`src/rtl/pagerank_partition_scheduler.sv`:
```
// Iteration sequencer for the pagerank datapath: round-robin partition dispatch to idle
// hardware threads, per-iteration buffer swap, and convergence / iteration-limit termination.
module prs_thread_slot (
  input  logic clock,
  input  logic reset_n,
  input  logic set,
  input  logic done,
  input  logic conv_in,
  output logic busy,
  output logic done_bad,
  output logic conv_ok
);
  // A thread cannot be dispatched while busy, so set and a legal done never collide.
  always_ff @(posedge clock or negedge reset_n) begin
    if (!reset_n)  busy <= 1'b0;
    else if (set)  busy <= 1'b1;
    else if (done) busy <= 1'b0;
  end

  assign done_bad = done & ~busy;
  assign conv_ok  = ~(done & busy) | conv_in;
endmodule

module pagerank_partition_scheduler #(
  parameter  int NUM_HW_THREADS = 7,
  parameter  int NUM_PARTITIONS = 7,
  parameter  int ITER_W         = 8,
  localparam int TID_W = (NUM_HW_THREADS > 1) ? $clog2(NUM_HW_THREADS) : 1,
  localparam int PID_W = $clog2(NUM_PARTITIONS + 1)
) (
  input  logic                      clock,
  input  logic                      reset_n,
  input  logic                      start,
  input  logic [PID_W-1:0]          num_partitions_cfg,
  input  logic [ITER_W-1:0]         max_iter_cfg,
  input  logic [NUM_HW_THREADS-1:0] thread_done,
  input  logic [NUM_HW_THREADS-1:0] thread_converged,
  output logic                      dispatch_valid,
  output logic [TID_W-1:0]          dispatch_thread,
  output logic [PID_W-1:0]          dispatch_partition,
  output logic                      swap_buffers,
  output logic [ITER_W-1:0]         iteration,
  output logic                      busy,
  output logic                      pagerank_complete,
  output logic                      converged,
  output logic                      protocol_error
);
  typedef enum logic [2:0] {S_IDLE, S_DISPATCH, S_DRAIN, S_SWAP, S_DONE} state_t;

  state_t                    state;
  logic [PID_W-1:0]          nparts, next_part, nparts_in;
  logic [ITER_W-1:0]         max_iter, max_iter_in;
  logic [TID_W-1:0]          rr_ptr, pick_tid;
  logic                      conv_all, pick_found, disp_go;
  logic [NUM_HW_THREADS-1:0] busy_mask, set_vec, done_bad, conv_ok;
  int                        idx;

  prs_thread_slot u_slot [NUM_HW_THREADS-1:0] (
    .clock    (clock),
    .reset_n  (reset_n),
    .set      (set_vec),
    .done     (thread_done),
    .conv_in  (thread_converged),
    .busy     (busy_mask),
    .done_bad (done_bad),
    .conv_ok  (conv_ok)
  );

  assign nparts_in   = (num_partitions_cfg > PID_W'(NUM_PARTITIONS)) ? PID_W'(NUM_PARTITIONS)
                                                                      : num_partitions_cfg;
  assign max_iter_in = (max_iter_cfg == '0) ? ITER_W'(1) : max_iter_cfg;

  // First idle thread at or after rr_ptr, wrapping; busy_mask is registered so a thread
  // whose done pulse is in flight is still seen busy this cycle.
  always_comb begin
    pick_found = 1'b0;
    pick_tid   = '0;
    idx        = 0;
    for (int k = 0; k < NUM_HW_THREADS; k++) begin
      idx = int'(rr_ptr) + k;
      if (idx >= NUM_HW_THREADS) idx = idx - NUM_HW_THREADS;
      if (!pick_found && !busy_mask[idx]) begin
        pick_found = 1'b1;
        pick_tid   = TID_W'(idx);
      end
    end
  end

  assign disp_go = (state == S_DISPATCH) && (next_part < nparts) && pick_found;

  always_comb begin
    set_vec = '0;
    if (disp_go) set_vec[pick_tid] = 1'b1;
  end

  assign dispatch_valid     = disp_go;
  assign dispatch_thread    = disp_go ? pick_tid : '0;
  assign dispatch_partition = disp_go ? next_part : '0;
  assign swap_buffers       = (state == S_SWAP);
  assign busy               = (state != S_IDLE) && (state != S_DONE);
  assign pagerank_complete  = (state == S_DONE);

  always_ff @(posedge clock or negedge reset_n) begin
    if (!reset_n) begin
      state          <= S_IDLE;
      nparts         <= '0;
      max_iter       <= '0;
      next_part      <= '0;
      rr_ptr         <= '0;
      conv_all       <= 1'b0;
      iteration      <= '0;
      converged      <= 1'b0;
      protocol_error <= 1'b0;
    end else begin
      if (!(&conv_ok))  conv_all       <= 1'b0;
      if (|done_bad)    protocol_error <= 1'b1;
      case (state)
        S_IDLE, S_DONE: begin
          if (start) begin
            nparts         <= nparts_in;
            max_iter       <= max_iter_in;
            next_part      <= '0;
            iteration      <= '0;
            conv_all       <= 1'b1;
            protocol_error <= 1'b0;
            converged      <= (nparts_in == '0);
            state          <= (nparts_in == '0) ? S_DONE : S_DISPATCH;
          end
        end
        S_DISPATCH: begin
          if (disp_go) begin
            next_part <= next_part + PID_W'(1);
            rr_ptr    <= (pick_tid == TID_W'(NUM_HW_THREADS - 1)) ? '0 : pick_tid + TID_W'(1);
            if (next_part + PID_W'(1) == nparts) state <= S_DRAIN;
          end
        end
        S_DRAIN: if (busy_mask == '0) state <= S_SWAP;
        S_SWAP: begin
          iteration <= iteration + ITER_W'(1);
          if (conv_all || ({1'b0, iteration} + (ITER_W+1)'(1) >= {1'b0, max_iter})) begin
            converged <= conv_all;
            state     <= S_DONE;
          end else begin
            next_part <= '0;
            conv_all  <= 1'b1;
            state     <= S_DISPATCH;
          end
        end
        default: state <= S_IDLE;
      endcase
    end
  end
endmodule

```
`config.mk`:
```
export PLATFORM = sky130hd
export DESIGN_NAME = pagerank_partition_scheduler
export DESIGN_NICKNAME = d
export VERILOG_FILES = /design/src/rtl/pagerank_partition_scheduler.sv
export SDC_FILE = /design/constraint.sdc
export NUM_CORES = 1
export LEC_CHECK = 0
export ABC_AREA = 1
export BUFFER_PORTS_ARGS = -buffer_cell sky130_fd_sc_hd__buf_2
export CAP_MARGIN = 15
export CORE_MARGIN = 5
export CORE_UTILIZATION = 60
export CTS_CLUSTER_SIZE = 24
export DETAILED_ROUTE_END_ITERATION = 10
export GPL_ROUTABILITY_DRIVEN = 0
export PLACE_DENSITY = 0.79
export SLEW_MARGIN = 20
export SYNTH_ARGS = -nofsm -noshare
export SYNTH_HDL_FRONTEND = slang
export SYNTH_SLANG_ARGS = --single-unit
```
`constraint.sdc`:
```
create_clock -name clock -period 8.6 [get_ports clock]
set_input_delay 0.86 -clock clock [delete_from_list [all_inputs] [get_ports clock]]
set_output_delay 0.86 -clock clock [all_outputs]
set_load 0.03 [all_outputs]
```
# --- After elaboration in Yosys (flattened, before gate mapping) ---
# Cells that the tools add are included.
classes:
  shifts: 0
  order_cmp: 19
  n_addsub: 17
  div_mod_pow: 0
  reduce_logical: 45
  muxes: 87
  multipliers: 0
  n_eq_ne: 13
  bitwise_logic: 35
op_table:
  columns: ["op", "count"]
  rows:
  - ["$lt 32x5->1 const B", 7]
  - ["$mux 32", 7]
  - ["$mux 3", 20]
  - ["$mux 1", 44]
  - ["$sub 4x3->5 const B", 6]
  - ["$ge 4x3->1 const B", 6]
  - ["$bmux 1 s3", 7]
  - ["$mux 8", 2]
  - ["$pmux 8 s2", 1]
  - ["$reduce_bool 2->1", 8]
  - ["$and 1x1->1", 14]
  - ["$not 1->1", 14]
  - ["$add 3x3->4 const B", 3]
  - ["$pmux 3 s4", 1]
  - ["$logic_not 1->1", 11]
  - ["$logic_and 1x1->1", 10]
  - ["$add 8x1->9 const B", 1]
  - ["$ge 9x8->1", 1]
  - ["$pmux 3 s3", 1]
  - ["$add 3x2->4 const B", 2]
  - ["$add 8x1->8 const B", 1]
  - ["$logic_not 8->1", 1]
  - ["$ne 2x2->1 const B", 4]
  - ["$reduce_and 4->1", 2]
  - ["27 further kinds", 42]
totals:
  in_bits: 28
  romBits: 0
  memories: 0
  mem_bits_rw: 0
  word_cells: 232
  latch_bits: 0
  register_bits: 38
  out_inout_bits: 20

# --- Logic depth before layout (Yosys ltp) ---
# Gate-level depths: netlist (run 1).
depth:
  ltp_word: 30
  ltp_mapped: 26
  mapped_depth_nobuf: 24

# --- Cells and area by module ---
# A second synthesis (run 1) with hierarchy kept.
hier_totals:
  hier_cells: 595
  area_unflattened_um2: 3834.9
by_module_without_submodules:
  columns: ["mod", "area_per_inst_um2", "cells_each", "seq_area_each_um2", "instances"]
  rows:
  - ["pagerank_partition_scheduler", 3467.1, 539, 775.7, 1]
  - ["prs_thread_slot", 52.6, 8, 25.0, 7]

# --- Worst setup path before layout (run 1) ---
# No wires, ideal clock.
synth_timing:
  path_kind: "reg2out"
  from: "register rr_ptr[0]"
  to: "output port dispatch_thread[2]"
  setup_slack_ns: 4.796
  path_buffers: 3
  arrival_time_ns: 2.944
  stages_incl_launch_ff: 20
  path_cell_list: "dfrtp_1 buf_6 inv_4 buf_6 ha_1 buf_2 inv_2 nand2_1 and2_1 o21ai_2 nor2_1 nand2_2 nand3_4 nor2_8 nand3_1 nor2_2 nand3_1 nand3_1 inv_1 nor2_1"
synth_via:
  elab_chain_cells: 26
  elab_cells_between_ends: 81
  classes_between: "13 x add/sub; 7 x order compare; 43 x mux; 18 x reduce/logical"
synth_rtl:
  columns: ["element", "line", "rtl"]
  rows:
  - ["start, declared", "53", "logic [TID_W-1:0] rr_ptr, pick_tid;"]
  - ["start signal, assigned", "133", "rr_ptr <= (pick_tid == TID_W'(NUM_HW_THREADS - 1)) ? '0 : pick_tid + TID_W'(1);"]
  - ["$add 3x1->4", "80", "idx = int'(rr_ptr) + k;"]
  - ["$sub 4x3->5 / $ge 4x3->1 (equally long branches)", "81", "if (idx >= NUM_HW_THREADS) idx = idx - NUM_HW_THREADS;"]
  - ["$mux 32", "81", null]
  - ["$bmux 1 s3", "82", "if (!pick_found && !busy_mask[idx]) begin"]
  - ["$mux 1 (implied by the code) (2 in a row)", "82", null]
  - ["$logic_not 1->1", "82", null]
  - ["$logic_and 1x1->1", "82", null]
  - ["$mux 1", "82", null]
  - ["[... 9 more ...]", null, null]
  - ["$logic_not 1->1", "82", null]
  - ["$logic_and 1x1->1", "82", null]
  - ["$mux 1", "82", null]
  - ["$logic_not 1->1", "82", null]
  - ["$logic_and 1x1->1", "82", null]
  - ["$mux 1", "82", null]
  - ["$logic_and 1x1->1", "89", "assign disp_go = (state == S_DISPATCH) && (next_part < nparts) && pick_found;"]
  - ["$mux 3 (*)", "97", "assign dispatch_thread = disp_go ? pick_tid : '0;"]
  - ["end, declared", "39", "output logic [TID_W-1:0] dispatch_thread,"]
# Every way passes the cells marked *; elsewhere a longest branch is shown, timed or not. The select of a mux whose other input is x is not followed.

# --- Worst setup path after layout (run 1) ---
# Ends and elaborated chain as after synthesis.

==> results of run 1 <==
==> routing by layer <==
layer / up-vias / part of all wire [%]
met2: 155 / 48
met1: 1713 / 43
li1: 1906 / -
met3: 29 / 6.2
met5: - / 0
met4: 0 / 2.7
==> final timing paths <==
check / cells after the start / slack, ps / to
setup / recovery: 20 / 3810 / dispatch_thread[2]
hold / removal: 2 / 500 / max_iter[0]
setup reg to reg: 20 / 4880 / rr_ptr[0]
hold reg to reg: 2 / 500 / max_iter[0]
max in group asynchronous: 1 / 7380 / u_slot[6].busy
min in group asynchronous: 1 / 670 / conv_all
==> synth_stat cells (4+ instances only) <==
master,count,area (sq um)
nand3_2,6,60.06
nand2_1,155,581.8
o22ai_1,7,43.79
clkinv_1,6,22.52
xor2_1,5,43.79
nand4_1,5,31.28
dfrtp_1,38,950.9
o21ai_0,22,110.1
a21oi_1,16,80.08
o21ai_1,13,65.06
nand2_2,16,100.1
ha_1,25,312.8
o211ai_1,6,45.04
clkbuf_1,4,15.01
nor3_1,5,25.02
inv_1,64,240.2
inv_2,16,60.06
or2_2,4,25.02
nand3_1,61,305.3
nor2_1,31,116.4
==> flip-flops by register name, summed over array words and instances (netlist names) <==
signal and flops:
iteration 8, rr_ptr 3, state 3, converged 1, u_slot.busy 7, next_part 3
nparts 3, protocol_error 1, conv_all 1, max_iter 8
==> final cells by class <==
cell class              count  area share (%)
repair buffers             48           5.852
flip-flops and latches     38           22.93
well taps                  75           2.262
multi-input cells         419           57.44
inverters                  88           8.084
clock inverters             2           1.448
clock buffers               6           1.991
==> logic make-up after synthesis <==
group                    Yosys count  synth area share, %
buffers and inverters             96                10.66
flip-flops                        38                25.49
AND/OR/NAND/NOR                  305                39.84
XOR/XNOR                           8                2.280
adder cells (fa/ha/maj)           25                8.384
AO/OA/AOI/OAI                     81                13.35
==> placed cells by master, fill, tap and decap left out, drive strengths merged, types with 3 or more instances in the layout <==
| master | netlist | final |
|---|---|---|
| nand2 | 174 | 174 |
| nor3 | 5 | 5 |
| nor2 | 38 | 38 |
| a21oi | 17 | 17 |
| nor4 | 3 | 3 |
| ha | 25 | 25 |
| nand3 | 68 | 68 |
| buf | 4 | 48 |
| or2 | 4 | 4 |
| clkinv | 6 | 6 |
| o22ai | 7 | 7 |
| xor2 | 7 | 7 |
| clkbuf | 4 | 6 |
| o21ai | 39 | 39 |
| o211ai | 6 | 6 |
| dfrtp | 38 | 38 |
| inv | 82 | 82 |
| a31oi | 3 | 3 |
| nand4 | 8 | 8 |
| nand3b | 3 | 3 |
==> worst register-to-register path, delay by kind of cell (launching register included) <==
family	cells	cell delay (ps)
buffers and inverters	4	270
DFF	1	870
AOI/OAI and AO/OA	2	460
and+or+nand+nor	12	1340
adders and majority gates	2	650
==> per-stage QoR <==
stage | hold slack [ps] | setup WS, ps
after CTS | 497.7 | 3814
after floorplan | 448.3 | 4796
after detailed placement | 480.3 | 4162
after global placement | 472.0 | 4294
after global routing | 545.2 | 3324
final | 500.8 | 3815
==> power by group <==
group / total, W / switching, W / leakage (nW) / internal (W)
clock network: 0.000187 / 0.0000634 / 0.0714 / 0.000124
registers: 0.000303 / 0.0000666 / 0.493 / 0.000237
logic: 0.00143 / 0.000990 / 1.66 / 0.000443
==> run metrics, run 1 <==
Finished Core Util=69.24%; IO Port Bufs=47; Total Power=0.001924 W; Synth Instances=553; Worst Path Buf+Inv=4; Post-DP Area=4005 sq um; async set or reset register ratio after synthesis=100.0%; Chip Width=88.86 microns; Min-Delay Path Class=reg -> reg; fillers=495; clock root buffer=clkbuf_8; Setup crit end kind=output pin; Fin. Hold Viols=0; clk slew on worst S/H paths=70 ps; Overall Global Routing Usage=26.48%; DRC viols=0; layout cells sized above 1=20.13%; post-synthesis sequential area ratio=25.49%; IO Pins=48; Vias=3803; Routed WL per cell=14.23 microns; Setup Buffers After CTS=0; Seq cells post-synth=38; synth warn=0; Die Span Y=88.86 microns; met3 global-route usage=3.724%; Top delay family on crit path=simple AND/OR/NAND/NOR gates; GR Layer Usage met1=34.61%; dominant synthesized flop cell=dfrtp_1; core footprint=5991 sq um; Area Overhead vs Synth=11.17%; cell count after placement=668; Lkg Pwr=2.222 nW; WP data required=7740 ps; Die ar.=7895 sq um; crit path DAT=3930 ps; status=finished clean; Setup CP Type=reg -> out; Post-synth EDFFs=0; CTS Hold Bufs=0; Antenna diodes=0; CTS Buffer Depth=2; CP max stage delay=870 ps; HP Start=max_iter[0]; achievable frequency=209.0 MHz; Power Density=463.9 nW/um^2; initial drt markers=260; Starting Density=62.28%; TritonCTS clock tree=yes; Overflow after GRT=0; largest net degree at the start of global routing=39; Crit Path Max Fanout=18; area of the multi-input gates=2382 sq um; met2 Usage GRT=44.06%; # nets final=653; Sum Neg Setup Slack=0 ps; syn avg cell area=6.747 sq um; Slew Limit Fails=0; initial antenna violation count=0; Rel. slew slack=42.28%; CP Launch Type=flip-flop; Worst path slowest cell=dfrtp_1; first-pass detailed-route iteration total=7; TritonCTS Buffers=5; crit path launch=rr_ptr[0]; DRT Wirelength=9618 microns; vias in the first global route=3631; peak supply drop=0.2612 mV; RSZ-0062 raised after global routing=no; layer carrying the most global-route usage=met2; synth unique cells=46; fin crit share=55.64%; clock latency on the worst-skew pair=290 ps; Mapped Nets=606; row cnt=28; H-tree depth=2; post_cts resized=0; setup violators final=0; clock tree sinks=38; Max Cap Violations=0; via/cell ratio=5.626; worst slew pin tran=865.8 ps; sequential cell area=950.9 sq um; worst-path cell chain=ha_1, inv_1, ha_1, inv_1, nand2_1, nand2_1, nand2_1, nand2_2, nand2_1, nand3_1, nand2_2, nand3_4, nor2_8, nand3_1, nor2_2, nand3_1, nand3_1, inv_1, nor2_1, buf_2; Final HPWL DP=7570 microns; Final Non-Filler Cells=676; Synth Cell Area=3731 sq um; first-pass GRT wire length=16390 microns; RR Startpoint=rr_ptr[0]; fin crit period=4785 ps; Post-DRT Antenna Nets=0; final cell area excluding filler cells=4148 sq um; skew final=10.30 ps
Note: power is estimated with default switching activity, not from simulation.
==> run 2: changes to the inputs <==
CORE_UTILIZATION = 54   (was 60)
PLACE_DENSITY = 0.75   (was 0.79)
clock period = 4.4 ns   (was 8.6 ns; I/O delays follow)
==> run 2 against run 1 <==
  * Worst hold slack got worse by 250 ps
  * Sequential power increased by 89%
  * Clock power increased by 97%
  * Clock skew increased by 2.8 ps
  * Die area increased by 9.8%
  * Sequential cell count unchanged
  * Worst setup slack got worse by 3400 ps
  * Highest routed layer unchanged
  * Utilization decreased by 7.7 points
  * Largest cell class unchanged
  * Critical path depth unchanged
==> run metrics, run 2 (same netlist as run 1, synthesis figures left out) <==
Area Overhead vs Synth=11.40%; clk slew on worst S/H paths=90 ps (+20 ps); commonest non-fill, non-tap cell in the layout=nand2_1; Sum Neg Setup Slack=0 ps (unchanged); Top delay family on crit path=simple AND/OR/NAND/NOR gates; Die ar.=8671 sq um (+9.8%); worst slew pin tran=891.3 ps (+25.49 ps); fin crit period=4013 ps; Worst path slowest cell=dfrtp_1; TritonCTS clock tree=yes; Routed WL per cell=14.19 microns (-0.29%); first-pass GRT wire length=16270 microns (-0.76%); sequential cell area=950.9 sq um (unchanged); setup violators final=0 (unchanged); peak supply drop=0.6293 mV (+140%); CP max stage delay=510 ps (-360 ps); Setup CP Type=reg -> out; fillers=618 (+25%); clock latency on the worst-skew pair=300 ps (about the same); Overall Global Routing Usage=23.02% (-3.5 points); via/cell ratio=5.515 (-2.0%); IO Port Bufs=47 (unchanged); Fin. Hold Viols=0 (unchanged); CP dominant cell by count=nand2_1; status=finished clean; first-pass detailed-route iteration total=5 (-2); Rel. slew slack=40.58% (-1.7 points); Overflow after GRT=0 (unchanged); DRC viols=0 (unchanged); Post-DRT Antenna Nets=0 (unchanged); fin crit share=91.22%; Crit Path Max Fanout=9 (-9); TritonCTS Buffers=5 (unchanged); initial antenna violation count=0 (unchanged); Worst Path Buf+Inv=4 (unchanged); Die Span Y=93.12 microns (+4.8%); IO Pins=48 (unchanged); Finished Core Util=61.52% (-7.7 points); CTS Hold Bufs=0 (unchanged); Chip Width=93.12 microns (+4.8%); DRT Wirelength=9675 microns (+0.59%); achievable frequency=249.2 MHz; worst-path cell chain=ha_1, inv_1, ha_1, inv_1, nand2_1, nand2_1, nand2_1, nand2_2, nand2_1, nand3_1, nand2_2, nand3_4, nor2_8, nand3_1, nor2_2, nand4_1, nand2_1, nand2_2, inv_2, buf_2; Final HPWL DP=7486 microns (-1.1%); row cnt=30 (+7.1%); clock tree sinks=38 (unchanged); core footprint=6756 sq um (+13%); # nets final=654 (+0.15%); initial drt markers=249 (-4.2%); largest net degree at the start of global routing=39 (unchanged); registers with the most flip-flops=iteration x8, max_iter x8, u_slot.busy x7; CTS Buffer Depth=2 (unchanged); most frequent cells in the layout=155 x nand2_1, 64 x inv_1, 61 x nand3_1, 47 x buf_2, 38 x dfrtp_1; post_cts resized=0 (unchanged); RSZ-0062 raised after global routing=no; area of the multi-input gates=2382 sq um (unchanged); clock root buffer=clkbuf_8; Slew Limit Fails=0 (unchanged); Antenna diodes=0 (unchanged); WP data required=3960 ps (-3780 ps); Vias=3761 (-1.1%); Starting Density=55.22% (-7.1 points); crit path DAT=3570 ps (-360 ps); Power Density=905.5 nW/um^2 (+95%); CP Launch Type=flip-flop; Max Cap Violations=0 (unchanged); layout cells sized above 1=20.27% (+0.13 points); Setup crit end kind=output pin; Setup Buffers After CTS=0 (unchanged); skew final=13.08 ps (+2.782 ps); Lkg Pwr=2.224 nW (about the same); Min-Delay Path Class=in -> async; vias in the first global route=3657 (+0.72%); H-tree depth=2 (unchanged)
## run 2: cell type report
class,instances,share of cell area (%)
clock inverter,3,1.656
tap,80,2.408
sequential,38,22.88
clock buffer,5,1.656
multi-input combinational,419,57.31
timing repair buffer,49,6.020
inverter,88,8.067
## run 2: per-layer routing
| metal | routed length (microns) | vias to the layer above | GRT usage (%) |
|---|---|---|---|
| met1 | 4354 | 1695 | 29.51 |
| met5 | 0 | - | 0 |
| li1 | - | 1902 | - |
| met2 | 4432 | 138 | 38.69 |
| met4 | 258 | 0 | 8.425 |
| met3 | 629 | 26 | 4.103 |
## run 2: path summary, 6_finish.rpt
kind / startpoint / endpoint / slack [ps] / depth (start not counted)
min in group clock: thread_done[2] / u_slot[2].busy / 320 / 2
worst min register to register: nparts[0] / nparts[0] / 500 / 2
worst max register to register: rr_ptr[0] / rr_ptr[1] / 1090 / 20
worst min-delay path: reset_n / max_iter[1] / 250 / 1
worst max-delay path: rr_ptr[0] / dispatch_thread[0] / 390 / 20
max in group asynchronous: reset_n / u_slot[5].busy / 3570 / 1
## run 2: worst reg2reg max path: stages, from the launching register on
cell and delay (ps):
dfrtp_1 510, ha_1 310, inv_1 70, ha_1 310, inv_1 60, nand2_1 140, nand2_1 90, nand2_1 140
nand2_2 100, nand2_1 70, nand3_1 110, nand2_2 130, nand3_4 120, nor2_8 160, nand3_1 120, nor2_2 140
nand4_1 160, nand2_1 190, nor2_1 60, nand2_1 110, nand3_1 80
## run 2: through the flow
stage | cell area [sq um] | power [W] | setup WS (ps) | hold slack (ps) | instances
6_report | 4156 | 0.003764 | 386.5 | 252.8 | 682
5_1_grt | 4156 | 0.004119 | 43.29 | 311.4 | 682
4_1_cts | 4156 | 0.003737 | 396.1 | 273.5 | 682
3_5_place_dp | 4019 | 0.003349 | 742.6 | 477.0 | 674
3_3_place_gp | 4019 | 0.003269 | 935.7 | 476.5 | 674
2_1_floorplan | 3731 | 0.002816 | 1016 | 144.4 | 553
## run 2: where the power goes
part | internal [W] | switching [W] | total, W
combinational | 0.000872 | 0.00195 | 0.00282
clock | 0.000227 | 0.000140 | 0.000368
sequential | 0.000463 | 0.000108 | 0.000572
